--- config.mk ---
export PLATFORM = sky130hd
export DESIGN_NAME = seg_scan_decoder
export DESIGN_NICKNAME = d
export VERILOG_FILES = /design/src/rtl/seg_scan_decoder.sv
export SDC_FILE = /design/constraint.sdc
export NUM_CORES = 1
export LEC_CHECK = 0
export CAP_MARGIN = 20
export CORE_MARGIN = 4
export CORE_UTILIZATION = 37
export DETAILED_ROUTE_END_ITERATION = 8
export PLACE_DENSITY = 0.65
export SETUP_SLACK_MARGIN = 0.4
export SLEW_MARGIN = 20
export SYNTH_ARGS = -nofsm -noshare
export SYNTH_HDL_FRONTEND = slang
export SYNTH_SLANG_ARGS = --single-unit
--- constraint.sdc ---
create_clock -name clk -period 5.6 [get_ports clk]
set_input_delay 1.12 -clock clk [delete_from_list [all_inputs] [get_ports clk]]
set_output_delay 1.12 -clock clk [all_outputs]
set_load 0.05 [all_outputs]
--- src/rtl/seg_scan_decoder.sv ---
// ============================================================================
// Module   : seg_scan_decoder
// Purpose  : Recovers four BCD digits from a multiplexed, active-low
//            7-segment display bus (segments + digit strobes) sampled
//            asynchronously. Each strobed slot is captured once its pins
//            have stayed stable for STABLE_CYCLES synchronized samples.
// Options  : SEG_SCAN_DECODER_BLANK_EN - when defined, the all-off segment
//            pattern decodes as a valid blank digit (code 4'hF).
// Revision : 1.0 - initial release
// ============================================================================
`default_nettype none

module seg_scan_decoder #(
  parameter int STABLE_CYCLES = 4
) (
  input  logic        clk,
  input  logic        rst_n,
  input  logic [6:0]  seg,
  input  logic [3:0]  an,
  output logic [15:0] digits,
  output logic [3:0]  digit_valid,
  output logic        frame_done,
  output logic        err
);

  typedef enum logic [1:0] {
    IDLE   = 2'd0,
    SETTLE = 2'd1,
    HELD   = 2'd2
  } state_t;

  // The settle counter reaches CNT_MAX on the capture edge: the entry sample
  // plus STABLE_CYCLES-1 equal repeats make STABLE_CYCLES equal samples.
  localparam logic [7:0] CNT_CAP = 8'(STABLE_CYCLES - 2);
  localparam logic [7:0] CNT_MAX = 8'(STABLE_CYCLES - 1);

  logic [10:0] sync1_q;
  logic [10:0] sync2_q;
  logic [10:0] prev_q;
  state_t      state_q;
  logic [7:0]  cnt_q;
  logic [3:0]  seen_q;
  logic [15:0] digits_q;
  logic [3:0]  valid_q;
  logic        frame_done_q;
  logic        err_q;

  logic [3:0]  an_s;
  logic [6:0]  seg_s;
  logic        changed;
  logic        one_hot;
  logic [3:0]  slot_sel;
  logic [3:0]  seen_d;
  logic [3:0]  dec_code;
  logic        dec_ok;

  assign an_s     = sync2_q[10:7];
  assign seg_s    = sync2_q[6:0];
  assign changed  = (sync2_q != prev_q);
  assign slot_sel = ~an_s;
  assign seen_d   = seen_q | slot_sel;

  // Exactly one strobe low selects a slot; anything else is an idle bus.
  always_comb begin
    one_hot = 1'b0;
    case (an_s)
      4'b1110, 4'b1101, 4'b1011, 4'b0111: one_hot = 1'b1;
      default:                            one_hot = 1'b0;
    endcase
  end

  // Active-low segment pattern (a..g) to BCD code.
  always_comb begin
    dec_ok   = 1'b1;
    dec_code = 4'h0;
    case (seg_s)
      7'b0000001: dec_code = 4'h0;
      7'b1001111: dec_code = 4'h1;
      7'b0010010: dec_code = 4'h2;
      7'b0000110: dec_code = 4'h3;
      7'b1001100: dec_code = 4'h4;
      7'b0100100: dec_code = 4'h5;
      7'b0100000: dec_code = 4'h6;
      7'b0001111: dec_code = 4'h7;
      7'b0000000: dec_code = 4'h8;
      7'b0000100: dec_code = 4'h9;
`ifdef SEG_SCAN_DECODER_BLANK_EN
      7'b1111111: dec_code = 4'hF;
`endif
      default: begin
        dec_ok   = 1'b0;
        dec_code = 4'h0;
      end
    endcase
  end

  // Two-flop synchronizer for the pins plus the one-sample history register.
  always_ff @(posedge clk or negedge rst_n) begin
    if (!rst_n) begin
      sync1_q <= '1;
      sync2_q <= '1;
      prev_q  <= '1;
    end else begin
      sync1_q <= {an, seg};
      sync2_q <= sync1_q;
      prev_q  <= sync2_q;
    end
  end

  // Settle/capture FSM with registered digit, valid, frame and error outputs.
  always_ff @(posedge clk or negedge rst_n) begin
    if (!rst_n) begin
      state_q      <= IDLE;
      cnt_q        <= 8'd0;
      seen_q       <= 4'b0000;
      digits_q     <= 16'h0000;
      valid_q      <= 4'b0000;
      frame_done_q <= 1'b0;
      err_q        <= 1'b0;
    end else begin
      frame_done_q <= 1'b0;
      err_q        <= 1'b0;
      if (changed) begin
        // Any movement on the pins restarts settling from scratch.
        cnt_q <= 8'd0;
        if (one_hot) begin
          state_q <= SETTLE;
        end else begin
          state_q <= IDLE;
        end
      end else if (state_q == SETTLE) begin
        if (cnt_q == CNT_CAP) begin
          state_q <= HELD;
          cnt_q   <= CNT_MAX;
          for (int i = 0; i < 4; i++) begin
            if (slot_sel[i]) begin
              if (dec_ok) begin
                digits_q[4*i +: 4] <= dec_code;
                valid_q[i]         <= 1'b1;
              end else begin
                valid_q[i] <= 1'b0;
              end
            end
          end
          if (!dec_ok) begin
            err_q <= 1'b1;
          end
          if (seen_d == 4'b1111) begin
            frame_done_q <= 1'b1;
            seen_q       <= 4'b0000;
          end else begin
            seen_q <= seen_d;
          end
        end else if (cnt_q < CNT_MAX) begin
          cnt_q <= cnt_q + 8'd1;
        end
      end
    end
  end

  assign digits      = digits_q;
  assign digit_valid = valid_q;
  assign frame_done  = frame_done_q;
  assign err         = err_q;

endmodule

`default_nettype wire
# After elaboration in Yosys (flattened, before gate mapping)
# Cells that the tools add are included.
# totals
register_bits	69
in_bits	13
out_inout_bits	22
word_cells	76
# classes
add_sub_neg	1
n_lt_le_gt_ge	1
n_eq_ne	17
n_mux	21
bitwise	3
reduce_logical	17
# op_table
op	n
$pmux 4 s9	1
$mux 8	4
$reduce_and 5->1	4
$eq 4x4->1 const B	4
$reduce_and 4->1	4
$eq 7x3->1 const B	2
$eq 7x6->1 const B	2
$eq 7x7->1 const B	2
$mux 1	12
$ne 11x11->1	1
$reduce_or 10->1	1
$add 8x1->8 const B	1
$eq 8x2->1 const B	1
$lt 8x2->1 const B	1
$eq 7x1->1 const B	1
$eq 7x4->1 const B	1
$eq 7x5->1 const B	1
$logic_not 7->1	1
$mux 2	3
$eq 4x3->1 const B	1
$mux 4	1
$not 4->4	1
$or 4x4->4	1
$reduce_and 2->1	2
6 further kinds	7

# Longest topological paths before layout
# Gate-level depths: netlist (run 1).
# logic_depth
word_depth	7
depth_mapped	8
depth_no_buf	5

# Least setup slack after synthesis (run 1)
# Ideal clock, no wire load.
# synth_timing
path_kind	reg-to-reg
from	register sync2_q[10]
to	register cnt_q[0]
setup_time_ps	125
arrival_time_ps	2007
t_required_ps	5475
path_slack_ps	3468
path_stages_with_launch	8
path_buffers	2
synth_period_minus_slack_ps	2132
cell_sequence	dfstp_2 clkbuf_1 xor2_1 nor4_2 nand3_2 buf_6 a41oi_1 mux2_2
# synth_between
elab_chain_cells	3
word_cells_on_any_way	5
cone_classes	eq/ne: 1; mux: 1; reduce/logical: 3
# synth_lines
element	line	source
start, declared	38	logic [10:0] sync2_q;
start signal, assigned	105	sync2_q <= sync1_q;
$ne 11x11->1 *	59	assign changed = (sync2_q != prev_q);
$reduce_bool 3->1 (no source line) / $reduce_bool 2->1 (equally long branches)	n/a	
$reduce_and 2->1 (no source line)	n/a	
end signal, assigned	155	cnt_q <= cnt_q + 8'd1;
end, declared	41	logic [7:0] cnt_q;
# Every way passes the cells marked *; elsewhere a longest branch is shown, timed or not.
# A chain may end at the register's enable or synchronous reset.

# Final worst setup path (run 1)
# layout_timing
from	register digits_q[2] (netlist: digits[2])
to	output digits[2]
# layout_rtl
element	line	source
start, declared	43	logic [15:0] digits_q;
start signal, assigned by index	138	digits_q[4*i +: 4] <= dec_code;
end, declared	20	output logic [15:0] digits,
# No word-level cell between the ends.

==> results of run 1 <==
-- routing by layer --
metal,global-route usage [%],part of all wire (%),vias to the layer above
met5,0,0,-
met4,7.34,2.2,0
met3,4.49,5.4,9
met2,20.5,48,47
met1,16.5,44,839
li1,-,-,802
-- sequential cells by signal (all words and copies together) (netlist names) --
register     flops
cnt_q            8
digit_valid      4
digits          16
err              1
frame_done       1
prev_q          11
seen_q           4
state_q          2
sync1_q         11
sync2_q         11
-- final cells by class --
class / instances / area [µm²]
Clock buffer: 10 / 149
Sequential cell: 69 / 1770
Inverter: 10 / 37.5
Clock inverter: 6 / 75.1
Timing Repair Buffer: 35 / 343
Tap cell: 99 / 124
Fill cell: 665 / 3870
Multi-Input combinational cell: 112 / 850
-- where the power goes --
group          total [µW]  switching (µW)  leakage (µW)  internal, µW
clock network         442             203      0.000111           239
logic                36.2            20.1      0.000419          16.1
registers             534            13.4      0.000849           521
total                1010             236       0.00138           776
-- cells in the final DEF (no fill, tap or decap), types with 2 or more instances in the layout --
| cell | instances |
|---|---|
| dfstp_2 | 33 |
| a22o_1 | 2 |
| xor2_1 | 12 |
| nor3_1 | 3 |
| inv_6 | 2 |
| a21oi_1 | 7 |
| nor4_2 | 2 |
| inv_1 | 10 |
| dfrtp_1 | 36 |
| nor2b_1 | 3 |
| nor2_1 | 6 |
| nand4_1 | 2 |
| a21boi_0 | 2 |
| ha_1 | 2 |
| mux2_2 | 6 |
| and2_1 | 4 |
| nor3_2 | 2 |
| clkdlybuf4s50_1 | 33 |
| nand3_1 | 5 |
| o41ai_1 | 4 |
| o21a_1 | 2 |
| a31o_2 | 2 |
| nand2_1 | 3 |
| a2111o_1 | 4 |
| o2bb2ai_1 | 8 |
| a32o_1 | 2 |
| o22ai_1 | 2 |
| o21ai_0 | 6 |
| and3_1 | 3 |
| or3_1 | 4 |
| clkbuf_8 | 9 |
-- final timing paths --
path / startpoint / depth (start not counted) / to
min in group asynchronous: rst_n / 2 / digits[3]
hold / removal: sync1_q[1] / 0 / sync2_q[1]
hold reg to reg: sync1_q[1] / 0 / sync2_q[1]
setup reg to reg: cnt_q[5] / 4 / digit_valid[1]
max in group asynchronous: rst_n / 2 / cnt_q[0]
setup / recovery: digits[2] / 1 / digits[2]
-- cells by family (layout without fill, tap and decap cells) --
group | after synthesis | count (layout) | synth area share [%]
AO/OA/AOI/OAI | 45 | 45 | 12.5
flip-flops | 69 | 69 | 64.6
adder cells (fa/ha/maj) | 2 | 2 | 0.914
XOR/XNOR | 12 | 12 | 3.84
buffers and inverters | 23 | 61 | 4.34
AND/OR/NAND/NOR | 47 | 47 | 11.3
multiplexers | 6 | 6 | 2.47
-- per-stage QoR --
stage	total power (µW)	hold slack, ns	setup WS [ns]	cell area [µm²]	utilization, %
final	1010	0.357	2.93	3350	46.4
after global routing	1060	0.361	2.75	3350	46.4
after CTS	1030	0.359	2.88	3350	46.4
after detailed placement	580	0.347	2.98	3120	43.3
after global placement	580	0.346	3.09	3120	43.3
after floorplan	559	0.345	3.47	2740	-
==> impl.org, run 1 <==
** Synthesis
- Post-synthesis sequential element count :: between 60 and 70
- Count of warnings emitted by yosys :: 0
- Proportion of synthesized chip area in sequential cells :: between 60% and 70%
- In this run, synthesis inferred 0 flip-flops with an integrated enable.
- Dividing the synthesized area by the synthesized cell count gives roughly 13 µm².
- Commonest cells in the netlist :: dfrtp_1, dfstp_2, xor2_1
- Count of mapped cells out of synthesis :: roughly 200
- Post-synth net total :: approximately 220
- Of the post-synthesis cell area, the dominant cell type holds 32.9%.
- Most frequently used cell type in the post-synthesis netlist :: dfrtp_1
- Sorting the synthesized cells by area gives the leading types as dfrtp_1, dfstp_2, xor2_1.
- For this run, asynchronously set or reset flops after synthesis account for between 90% and 100%.
- dfrtp_1 takes more of the synthesized area than any other cell.
- Netlist area before placement :: about 0.0027 mm²
- In this run, distinct cell masters in the synthesized netlist total 47.
- Most used DFF post-synth :: dfrtp_1

** Floorplan
- The initial utilization of the core area, before any placement, comes to between 30 and 40%.
- Area of the core :: just over 0.007 mm²
- I/O Pins :: 35
- Row count :: 31
- The die is about 94 µm tall.
- Chip Width :: 94.0 µm
- The die covers approximately 0.0088 mm².

** Clocking
- CTS root buf :: clkbuf_8
- TritonCTS built the clock tree.
- No sink is reached through more buffers than the 2 on the longest clock path.
- Hold buffer count at CTS :: 0
- Once the clock tree was built, the resizer swapped 0 gates to a different size.
- Insertion delay to the later sink of the worst-skew pair :: roughly 0.35 ns
- Clock transition time at the flip-flop clock pins of the worst setup and hold paths :: 0.08 ns
- Buffers added to address setup during post-CTS repair amount to 0.
- The H-tree was split into 3 levels.
- Total CTS buffers :: 9
- Clock Sink Count :: 69

** Place
- The HPWL after detailed placement is around 3500 µm.
- Buffers placed on the I/O ports in this run total 34.
- Counting tap cells, the placed design contains a total of between 300 and 400 instances.
- GP Congestion :: 0.839

** STA
- Worst-Margin Slew :: 0.800 ns
- Maximum frequency from static timing analysis :: between 300 and 400 MHz
- Setup violations remaining at the end of the flow were counted as 0.
- Headroom to the max-slew limit came out at about 47%.
- Number of max-slew violations in the final report :: 0
- Setup total negative slack on the finished layout was measured at 0 ns.
- Final hold viol count :: 0
- In the finished design, the share of the clock period the worst path needs comes to between 40 and 50%.
- Min Clock Period, post-route :: ~2.7 ns
- Worst Clk Skew :: 0.0116 ns
- Setup repair after global routing left no endpoint under its margin.

** Power
- IR Drop Worst-Case VDD :: between 0.15 and 0.2 mV
- For this design the ratio of total power to cell area is 303 mW/mm².
- For this design the static power due to leakage is 0.00138 µW.

** Setup path
- Peak per-stage delay on the critical path :: between 0.8 and 0.9 ns
- Data arrival time of the critical path :: 1.55 ns
- CP Cell Sequence :: clkdlybuf4s50_1
- The critical path is of the reg2out type.
- Required time of the worst setup path :: ~4.5 ns
- Buf+Inv Stages, Crit Path :: 1
- Category of the worst setup path launch point :: flop
- Slowest stage cell on the critical path :: clkdlybuf4s50_1
- Largest fanout on the critical path :: 2
- Flop-to-flop setup slack :: approximately 2.9 ns
- On the critical path the largest part of the delay comes from buffers and inverters.
- Worst setup EP type :: output port

** Drt
- Iteration-0 DRC count of the detailed router :: ~140
- Before antenna repair, the detailed router went through 4 iterations.
- Vias after detailed routing :: between 1500 and 2000
- Drt via density :: approximately 5.0
- Average wire length per cell after detail routing :: roughly 15 µm
- Post-detailed-route count of antenna-violating nets :: 0
- Wirelength, routed :: approximately 5000 µm
- Post-route DRC violation count :: 0

** Finish
- Number of antenna cells inserted :: 0
- Cell Count, Final, Fillers Out :: ~340
- Fraction of final layout cells with drive strength greater than 1 :: ~27%
- Total Nets Final :: between 200 and 300
- Area growth from synthesis to layout :: 22.3%

** Global routing
- Global routing used a little over an eighth of the available tracks across all layers.
- First-pass GRT wire length :: about 8800 µm
- The initial antenna violation count is 0.
- Entering global routing, the biggest net connects 70 pins.
- The via count of the first global-routing pass came to about 1800.
- Summed over all layers, the global routing overflow is 0.

** Run
- The tool flagged a number of max-cap violations equal to 0.

** Worst hold path
- Worst Hold Class :: reg2reg

** Outcome
- Status :: finished clean
No activity file was read; power rests on OpenSTA's default activity.
==> run 2, diff against run 1 <==
--- a/config.mk
+++ b/config.mk
@@ -9,7 +9,7 @@
 export CORE_MARGIN = 4
 export CORE_UTILIZATION = 37
 export DETAILED_ROUTE_END_ITERATION = 8
-export PLACE_DENSITY = 0.65
+export PLACE_DENSITY = 0.67
 export SETUP_SLACK_MARGIN = 0.4
 export SLEW_MARGIN = 20
 export SYNTH_ARGS = -nofsm -noshare
==> constraint.sdc (replaced) <==
create_clock -name clk -period 2.25 [get_ports clk]
set_input_delay 0.45 -clock clk [delete_from_list [all_inputs] [get_ports clk]]
set_output_delay 0.45 -clock clk [all_outputs]
set_load 0.05 [all_outputs]
==> run 2 against run 1 <==
  * Sequential power rose by 150%
  * Die area stayed put
  * Non-clock buffer count is 37 higher
  * Critical path depth increased by 5
  * Power rose to 2.7 times the previous value
  * Hold slack got worse by 0.24 ns
  * Flip-flop and latch count did not move
  * Highest routed layer unchanged
  * Sequential share of layout area is 8.2 points lower
  * Core utilization is 8.5 points higher
  * Global-route usage up 0.34 points
==> impl.org, run 2 (synthesis results as in run 1) <==
** Setup path
- Category of the worst setup path launch point :: flop
- Data on the critical path arrives at its endpoint at about 2.4 ns.
- The most critical setup path has its startpoint at sync2_q[2].
- The critical path ends at digits[6].
- Flop-to-flop setup slack :: 0.09 ns
- Setup CP Type :: reg2reg
- Beginning of the worst register-to-register path :: sync2_q[2]
- The worst setup path is captured at a flop.
- Required time of the worst setup path :: 2.48 ns
- Reg2reg end :: digits[6]
- Largest fanout on the critical path :: 6
- Cells on worst reg2reg path :: 6

** STA
- Maximum frequency from static timing analysis :: between 400 and 500 MHz
- Worst Clk Skew :: 0.00772 ns
- The worst path needs roughly 2.2 ns of the cycle, external delays included.
- Count of final setup violators :: 0
- Worst-Margin Slew :: between 0.5 and 0.6 ns
- Setup TNS :: 0 ns
- Unrepaired setup endpoints after global routing :: true
- In the finished design, the share of the clock period the worst path needs comes to around 96%.
- The worst pin sits at a relative slew slack of about three fifths.
- Final hold viol count :: 0
- Number of max-slew violations in the final report :: 0

** Drt
- The final route contains ~1900 vias.
- Post-route DRC violation count :: 0
- Wirelength, routed :: ~6100 µm
- Detailed-routing iteration count for the pre-antenna-repair pass :: 4
- Iteration-0 DRC count of the detailed router :: around 100
- Post-detailed-route count of antenna-violating nets :: 0
- Drt via density :: a little over 5
- Average wire length per cell after detail routing :: 16.2 µm

** Finish
- Number of flip-flops under the largest register name :: 16
- The number of antenna diodes in the final layout is 0.
- Of the cells placed in the final design, the portion with a size suffix greater than 1 is a little under half.
- Most common library cell in the layout ignoring fill and taps :: dfrtp_1
- For this run, the post-layout net count is between 200 and 300.
- Once layout is done, the placed cells without fillers occupy roughly 0.0040 mm².
- From synthesis to final layout, the design area changed by 44.6%.
- Commonest cells after routing, fill and taps aside :: dfrtp_1, dfstp_2, buf_4

** Power
- The worst-case IR drop observed on VDD is roughly 0.64 mV.
- Internal Power :: 2150 µW
- Net switching power :: 557 µW
- The clock network accounts for 45.8% of the total power.
- In this run the static leakage power is ~0.0018 µW.
- Switching part of the total power :: approximately a fifth
- Sequential group share of total power :: about half
- Power per cell area :: 684 mW/mm²
- Combinational cells account for between 5 and 6% of the total power.

** Worst hold path
- Worst Hold Class :: in2async

** Floorplan
- In this run the horizontal extent of the chip is ~94 µm.
- Row count :: 31
- The die covers between 0.008 and 0.009 mm².
- I/O Pins :: 35
- The floorplan step set the die height to 94.0 µm.
- In this run the standard cell core region covers slightly above 0.007 mm².
- Once the floorplan was initialized, standard cells occupied between 30% and 40% of the core.

** Place
- Detailed placement ended at an HPWL of 3660 µm.
- GP Congestion :: between 0.8 and 0.9
- Summing all placed instances gives a cell area of around 0.0033 mm².
- During placement, the flow inserted port buffers numbering 34.

** Clocking
- Hold buffer count at CTS :: 0
- The tree is rooted in a clkbuf_8.
- The H-tree generated during clock tree synthesis spans 3 levels.
- Total CTS buffers :: 9
- In this run the deepest clock path goes through 2 buffers.
- Insertion delay to the later sink of the worst-skew pair :: 0.34 ns
- TritonCTS built the clock tree.
- Clock transition time at the flip-flop clock pins of the worst setup and hold paths :: about 0.07 ns
- Clock Sink Count :: 69

** Global routing
- The via count of the first global-routing pass is around 1800.
- First-pass GRT wire length :: between 9000 and 10000 µm
- The total overflow left after global routing is 0.
- Largest net degree at the start of global routing :: 46
- Global router's overall resource usage :: ~14%
- The initial antenna violation count came to 0.

** Outcome
- Status :: finished clean

** Run
- Total of max-cap violations :: 0
## run 2: timing repair
action | CTS | global route
cloned | 1 | 2
pin swaps | 4 | 16
resized for setup | 38 | 34
endpoints found under the setup margin | 52 | 36
setup buffers | 5 | 12
hold endpoints to repair | 0 | 0
## run 2: worst min-delay path by stage
stage	startpoint	end	slack, ns	depth (start not counted)
6_report	rst_n	digits[4]	0.12	1
5_1_grt	rst_n	seen_q[1]	0.13	1
4_1_cts	rst_n	seen_q[1]	0.11	1
3_5_place_dp	sync1_q[10]	sync2_q[10]	0.35	0
3_3_place_gp	sync1_q[2]	sync2_q[2]	0.35	0
2_1_floorplan	rst_n	cnt_q[0]	0.15	0
## run 2: final cells by class
class | instances | area (µm²)
multi-input cells | 112 | 1070
clock inverters | 4 | 73.8
fillers | 600 | 3260
repair buffers | 72 | 696
inverters | 10 | 40.0
clock buffers | 12 | 188
well taps | 99 | 124
flip-flops and latches | 69 | 1770
## run 2: power groups by stage
| stage | logic, µW | clock network [µW] | registers (µW) |
|---|---|---|---|
| 6_report | 153 | 1240 | 1310 |
| 4_1_cts | 133 | 1260 | 1310 |
| 3_3_place_gp | 123 | 0 | 1340 |
| 2_1_floorplan | 63.5 | 0 | 1330 |
| 3_5_place_dp | 126 | 0 | 1340 |
| 5_1_grt | 168 | 1320 | 1320 |
## run 2: layer usage
layer,GRT usage (%),up-vias,routed length [µm]
met4,7.82,0,119
met2,19.4,57,3010
met3,4.01,12,278
li1,-,873,-
met5,0,-,0
met1,18.6,977,2740
## run 2: metrics by stage
stage | std cells | hold slack [ns] | utilization [%] | setup slack [ns] | power, µW
6_report | 378 | 0.116 | 54.9 | 0.0945 | 2710
3_5_place_dp | 342 | 0.347 | 45.5 | 0.0525 | 1460
2_1_floorplan | 204 | 0.154 | - | 0.234 | 1390
5_1_grt | 378 | 0.132 | 54.9 | 0.0273 | 2810
4_1_cts | 364 | 0.112 | 50.8 | 0.122 | 2710
3_3_place_gp | 342 | 0.345 | 45.5 | 0.0719 | 1460
## run 2: critical path: stages (launching register included)
cell	delay (ns)
dfstp_2	0.57
buf_4	0.14
and4bb_2	0.27
nand3_2	0.10
a31o_4	0.28
a2111o_1	0.47
a32o_1	0.22
